**config.mk**
```make
export PLATFORM = sky130hd
export DESIGN_NAME = boot_loader
export DESIGN_NICKNAME = d
export VERILOG_FILES = /design/src/rtl/boot_loader.sv
export SDC_FILE = /design/constraint.sdc
export NUM_CORES = 1
export LEC_CHECK = 0
export CORE_MARGIN = 4
export CORE_UTILIZATION = 43
export DETAILED_ROUTE_END_ITERATION = 16
export PLACE_DENSITY = 0.67
export SYNTH_ARGS = -nofsm -noshare
export SYNTH_HDL_FRONTEND = slang
export SYNTH_SLANG_ARGS = --single-unit
```
**constraint.sdc**
```tcl
create_clock -name clk -period 2.4 [get_ports clk]
set_input_delay 0.72 -clock clk [delete_from_list [all_inputs] [get_ports clk]]
set_output_delay 0.72 -clock clk [all_outputs]
set_load 0.01 [all_outputs]
```
**src/rtl/boot_loader.sv**
```systemverilog
// rtl/boot_loader.sv - UART boot loader: length-prefixed word stream into instruction memory.
// Optional trailing checksum byte is built when BOOT_LOADER_CHECKSUM_EN is defined.
module boot_loader #(
  parameter int          ADDR_W    = 15,
  parameter int unsigned MAX_WORDS = 2**ADDR_W
) (
  input  logic              clk,
  input  logic              rstn,
  input  logic [7:0]        rx_data,
  input  logic              rx_valid,
  input  logic              rx_ferr,
  input  logic              reload,
  output logic              imem_we,
  output logic [ADDR_W-1:0] imem_addr,
  output logic [31:0]       imem_wdata,
  output logic              busy,
  output logic              boot_done,
  output logic              boot_err
);

  typedef enum logic [2:0] {LEN, DATA, CSUM, FLUSH, DONE, ERR} state_t;

  localparam logic [32:0] MAX_N = 33'(MAX_WORDS);

  state_t            state;
  logic [1:0]        byte_cnt;
  logic [23:0]       sr;
  logic [ADDR_W-1:0] word_idx;
  logic [ADDR_W-1:0] n_last;
  logic [31:0]       rx_word;
`ifdef BOOT_LOADER_CHECKSUM_EN
  logic [7:0]        csum;
`endif

  // The three earlier bytes of a field sit in sr; the current byte completes it.
  assign rx_word = {sr, rx_data};

  always_ff @(posedge clk or negedge rstn) begin
    if (!rstn) begin
      state      <= LEN;
      byte_cnt   <= 2'd0;
      sr         <= 24'd0;
      word_idx   <= '0;
      n_last     <= '0;
      imem_we    <= 1'b0;
      imem_addr  <= '0;
      imem_wdata <= 32'd0;
      busy       <= 1'b1;
      boot_done  <= 1'b0;
      boot_err   <= 1'b0;
`ifdef BOOT_LOADER_CHECKSUM_EN
      csum       <= 8'd0;
`endif
    end else begin
      imem_we <= 1'b0;
      if (reload) begin
        state     <= LEN;
        byte_cnt  <= 2'd0;
        sr        <= 24'd0;
        word_idx  <= '0;
        n_last    <= '0;
        imem_addr <= '0;
        busy      <= 1'b1;
        boot_done <= 1'b0;
        boot_err  <= 1'b0;
`ifdef BOOT_LOADER_CHECKSUM_EN
        csum      <= 8'd0;
`endif
      end else if (rx_ferr && (state == LEN || state == DATA || state == CSUM)) begin
        state    <= ERR;
        busy     <= 1'b0;
        boot_err <= 1'b1;
      end else begin
        case (state)
          LEN: begin
            if (rx_valid) begin
              byte_cnt <= byte_cnt + 2'd1;
              sr       <= rx_word[23:0];
              if (byte_cnt == 2'd3) begin
                if (rx_word == 32'd0) begin
                  state <= FLUSH;
                end else if ({1'b0, rx_word} > MAX_N) begin
                  state    <= ERR;
                  busy     <= 1'b0;
                  boot_err <= 1'b1;
                end else begin
                  n_last   <= ADDR_W'(rx_word - 32'd1);
                  word_idx <= '0;
                  state    <= DATA;
                end
              end
            end
          end
          DATA: begin
            if (rx_valid) begin
              byte_cnt <= byte_cnt + 2'd1;
              sr       <= rx_word[23:0];
`ifdef BOOT_LOADER_CHECKSUM_EN
              csum     <= csum + rx_data;
`endif
              if (byte_cnt == 2'd3) begin
                imem_we    <= 1'b1;
                imem_addr  <= word_idx;
                imem_wdata <= rx_word;
                if (word_idx == n_last) begin
`ifdef BOOT_LOADER_CHECKSUM_EN
                  state <= CSUM;
`else
                  state <= FLUSH;
`endif
                end else begin
                  word_idx <= word_idx + ADDR_W'(1);
                end
              end
            end
          end
`ifdef BOOT_LOADER_CHECKSUM_EN
          CSUM: begin
            if (rx_valid) begin
              if (rx_data == csum) begin
                state <= FLUSH;
              end else begin
                state    <= ERR;
                busy     <= 1'b0;
                boot_err <= 1'b1;
              end
            end
          end
`endif
          // One idle cycle so the last write retires before the core leaves reset.
          FLUSH: begin
            state     <= DONE;
            busy      <= 1'b0;
            boot_done <= 1'b1;
          end
          default: begin
          end
        endcase
      end
    end
  end

endmodule

```
# After elaboration in Yosys (flattened, before gate mapping)
# Cells that the tools add are included.
# totals
regBits	110
inputBits	13
word_cells	130
# classes
n_addsub	3
n_lt_le_gt_ge	1
eq_ne	23
muxes	62
bitwise	2
n_reduce_logical	28
# ops
operator	count
2-to-1 mux 15 bit	21
2-to-1 mux 24 bit	4
> comparator 32 x 16 -> 1 bit, second input constant	1
logical NOT 32 bit	1
case mux 15 bit (2 select lines)	1
2-to-1 mux 3 bit	9
2-to-1 mux 1 bit	21
!= test 3 bit, second input constant	6
!= test 4 x 2 -> 1 bit, second input constant	4
adder 15 x 1 -> 15 bit, second input constant	1
== test 15 bit	1
AND reduction 5 bit	3
nonzero test 3 bit	5
subtractor 15 x 1 -> 15 bit, second input constant	1
AND reduction 6 bit	2
nonzero test 2 bit	6
case mux 3 bit (3 select lines)	1
AND reduction 9 bit	1
2-to-1 mux 2 bit	4
!= test 4 x 3 -> 1 bit, second input constant	2
== test 3 x 2 -> 1 bit, second input constant	2
!= test 2 bit, second input constant	3
!= test 3 x 2 -> 1 bit, second input constant	2
nonzero test 5 bit	1
14 further kinds	16

# Longest topological paths before layout
# logic_depth
word_depth	8
ltp_mapped	9
ltp_nobuf	8

# Worst setup path after synthesis
# Ideal clock, no wire load.
# synth_timing
path_type	input -> register
start	input rx_data[2]
end	register word_idx[3]
setup_time_ps	126
t_arrival_ps	2514
required_ps	2274
path_slack_ps	-240
stages	6
path_buffers	1
path_cell_list	nor4_4 > a41oi_2 > o31a_1 > or3_1 > buf_6 > a221o_1
# synth_between
elab_chain_cells	3
# synth_rtl
item	line	text
start: declaration	9	input logic [7:0] rx_data,
> comparator 32 x 16 -> 1 bit / logical NOT 32 bit (equally long branches)	82, 80	
!= test 3 bit (no source line)	--	
AND reduction 9 bit (no source line) *	--	
end signal: assignment	112	word_idx <= word_idx + ADDR_W'(1);
end: declaration	28	logic [ADDR_W-1:0] word_idx;
# Mark *: on every way between the ends. The rest lies on a longest branch, timed or not.
# A chain may end at the register's enable or synchronous reset.

# Worst setup path in the final report
# layout_timing
start	input rx_data[1]
end	register word_idx[5]
# The elaborated chain is that of the path after synthesis.

==> summary.txt <==
Drt
  • Metal1 wirelength: 5.898 mm
  • Drt first pass iters: 5
  • DRT antenna net count: 0
  • WL met3: 632 µm
  • DR iter-0 viols: 193
  • Vias per inst: 5.561
  • Vias: 4,104
  • DR WL/cell: 17.62 µm
  • DRC Markers: 0
  • Top Layer Used: met4
  • Met2 WL post-DR: 6.219 mm
  • Drt total wl: 13.01 mm

Cells and area
  • Area grow syn2layout: 34.75%
  • Finished Core Util: 59.57%
  • Commonest non-fill, non-tap cell in the layout: dfrtp_1
  • Final instance area: 6860 µm²
  • Inserted Diodes: 0
  • Share of layout cells above drive strength 1: 27.73%
  • Commonest cells after routing, fill and taps aside: dfrtp_1 (109), buf_4 (72), nand2_1 (71)
  • Nets: 607

Yosys
  • Ys async rst share: 100.0%
  • Post-Syn Nets: 482
  • Distinct cells, synth: 52
  • Primary FF master, synth: dfrtp_1
  • Number of synthesized register bits: 110
  • Synthesized area per cell: 10.95 µm²
  • Cell area after synthesis: 5091 µm²
  • Syn Inst Count: 465
  • Post-synth EDFFs: 0
  • Sequential area share after synthesis: 54.09%
  • Synth Warn #: 0

Pwr
  • Int Power: 3.032 mW
  • Worst vdd ir: 0.3290 mV
  • Sw Pwr: 1.138 mW
  • Pwr per Cell Area: 607.9 nW/µm²
  • Comb power frac: 17.2%
  • Seq pwr share: 46.6%
  • Net Sw Frac: 27.29%
  • Clock power frac: 36.2%
  • Leak pwr: 3.011 nW

STA
  • Fin. max-slew vios: 0
  • TNS Setup: 0 ns
  • Slew @ Worst Pin: 0.5999 ns
  • Setup-failing EPs final: 0
  • Part of the cycle the worst path needs: 98.61%
  • Shortest period the worst path allows: 2.367 ns
  • PnR worst setup slack: 0.03336 ns
  • Headroom to the max-slew limit: 60.00%
  • Worst Skew: 0.007521 ns
  • Fin. Hold Viols: 0
  • RSZ-0062 raised after global routing: false
  • Max Fclk: 0.4225 GHz

Floorplan
  • Die height: 116.8 µm
  • Initial core utilization: 44.21%
  • Die Wd: 116.8 µm
  • IO Count: 64
  • Core ar.: 11,520 µm²
  • Site Rows: 39
  • Die Footprint: 13,640 µm²

Worst hold path
  • Hold Crit Class: input port to asynchronous set/reset pin

Place
  • PortBufs: 63
  • Pre-CTS setup slack: -0.8408 ns
  • Routability congestion estimate: 0.9199
  • DP Area: 6320 µm²
  • Final HPWL DP: 9.099 mm

Clock network
  • Clk_lat worst skew: 0.35 ns
  • CTS sink count: 110
  • CTS max path bufs: 2
  • CTS H-tree lvls: 3
  • Num CTS Buffers: 9
  • CTS Root Buffer Type: clkbuf_16
  • Post-CTS Hold Fix Bufs: 0
  • CTS tree: built
  • Clk slew on worst S/H paths: 0.07 ns

Setup path
  • Critical Path AT: 2.61 ns
  • Critical path class: input port to flop
  • Reg2reg setup slack: 0.06 ns
  • Critical Path End Type: flop
  • Critical Path RT: 2.64 ns
  • CP Launch Type: input port
  • Critical path fanouts, max: 6

Job
  • Number of max-cap violations: 0

Global route
  • Initial antenna violation count: 0
  • Largest net degree at the start of global routing: 44
  • Grt total ovfl: 0
  • Global-route wire length before repair: 21.51 mm
  • All-layer global routing usage: 20.26%
  • Vias in the first global route: 4,137

Outcome
  • Status: finished clean
final timing paths:
kind                       cells past startpoint                startpoint                          to
max                                            9                rx_data[1]     word_idx[5]$_DFFE_PN0P_
min                                            1                      rstn       n_last[4]$_DFFE_PN0P_
max reg2reg                                    6        sr[13]$_DFFE_PN0P_     word_idx[5]$_DFFE_PN0P_
min reg2reg                                    1  imem_addr[4]$_DFFE_PN0P_    imem_addr[4]$_DFFE_PN0P_
max in group asynchronous                      2                      rstn  imem_wdata[30]$_DFFE_PN0P_
min in group clk                               1  imem_addr[4]$_DFFE_PN0P_    imem_addr[4]$_DFFE_PN0P_
metal layers:
metal | vias to the layer above | track usage [%]
met1 | 2043 | 28.58
li1 | 1919 | -
met3 | 18 | 3.136
met4 | 0 | 8.410
met2 | 124 | 31.40
met5 | - | 0
flip-flops by register name, indices dropped and copies added (netlist names):
name and flops:
imem_addr 15, state 3, imem_we 1, sr 24
boot_err 1, busy 1, boot_done 1, word_idx 15
n_last 15, imem_wdata 32, byte_cnt 2
power by group through the flow:
| stage | registers (mW) | clock network (mW) | logic [mW] |
|---|---|---|---|
| after detailed placement | 1.98 | 0 | 0.635 |
| after global placement | 1.98 | 0 | 0.621 |
| final | 1.94 | 1.51 | 0.718 |
| after global routing | 1.95 | 1.60 | 0.780 |
| after CTS | 1.94 | 1.54 | 0.687 |
| after floorplan | 1.98 | 0 | 0.316 |
critical path, stage by stage:
cell and delay, ns:
clkdlybuf4s15_1 0.20, inv_2 0.06, ha_4 0.16, nor3b_1 0.13
and4_2 0.20, o31a_1 0.32, or3_4 0.43, buf_6 0.15
a22o_2 0.25
metrics by stage:
step | hold WS, ns | total power [mW] | cells
5_1_grt | 0.4237 | 4.329 | 738
3_3_place_gp | 0.4824 | 2.597 | 709
2_1_floorplan | 0.4244 | 2.298 | 465
4_1_cts | 0.3972 | 4.173 | 736
3_5_place_dp | 0.4851 | 2.614 | 709
6_report | 0.3775 | 4.170 | 738
cell families after synthesis:
kind of cell             Yosys count  share of synthesized area [%]
AO/OA/AOI/OAI                     88                          12.34
XOR/XNOR                          35                          6.021
adder cells (fa/ha/maj)            4                         0.9831
buffers and inverters             34                          3.195
flip-flops                       110                          54.09
multiplexers                      34                          7.520
AND/OR/NAND/NOR                  160                          15.85
repair_timing:
| action | 4_1_cts | 5_1_grt |
|---|---|---|
| pin swaps | 8 | 7 |
| buffers inserted | 11 | 2 |
| resized for setup | 34 | 20 |
| setup endpoints to repair | 30 | 31 |
| endpoints found under the hold margin | 0 | 0 |
final cells by class:
class / count / area [µm²]
Fill cell: 939 / 4656
Tap cell: 143 / 178.9
Clock buffer: 10 / 229.0
Clock inverter: 6 / 68.82
Timing Repair Buffer: 141 / 1265
Sequential cell: 110 / 2754
Inverter: 7 / 26.28
Multi-Input combinational cell: 321 / 2338
synth_stat cells, types with 4 or more instances:
| master | number | area share (%) |
|---|---|---|
| a21oi_1 | 33 | 3.2 |
| a22o_1 | 15 | 2.6 |
| clkbuf_1 | 18 | 1.3 |
| dfrtp_1 | 109 | 54 |
| ha_1 | 4 | 0.98 |
| inv_1 | 7 | 0.52 |
| mux2_2 | 34 | 7.5 |
| nand2_1 | 71 | 5.2 |
| nand3_1 | 10 | 0.98 |
| nand4_1 | 9 | 1.1 |
| nor2_1 | 20 | 1.5 |
| nor3_1 | 11 | 1.1 |
| nor4_1 | 14 | 1.7 |
| o21ai_0 | 4 | 0.39 |
| o2bb2ai_1 | 14 | 2.4 |
| or3_1 | 5 | 0.61 |
| xnor2_1 | 28 | 4.8 |
| xor2_1 | 7 | 1.2 |
Power figures use the tool's default switching activity.
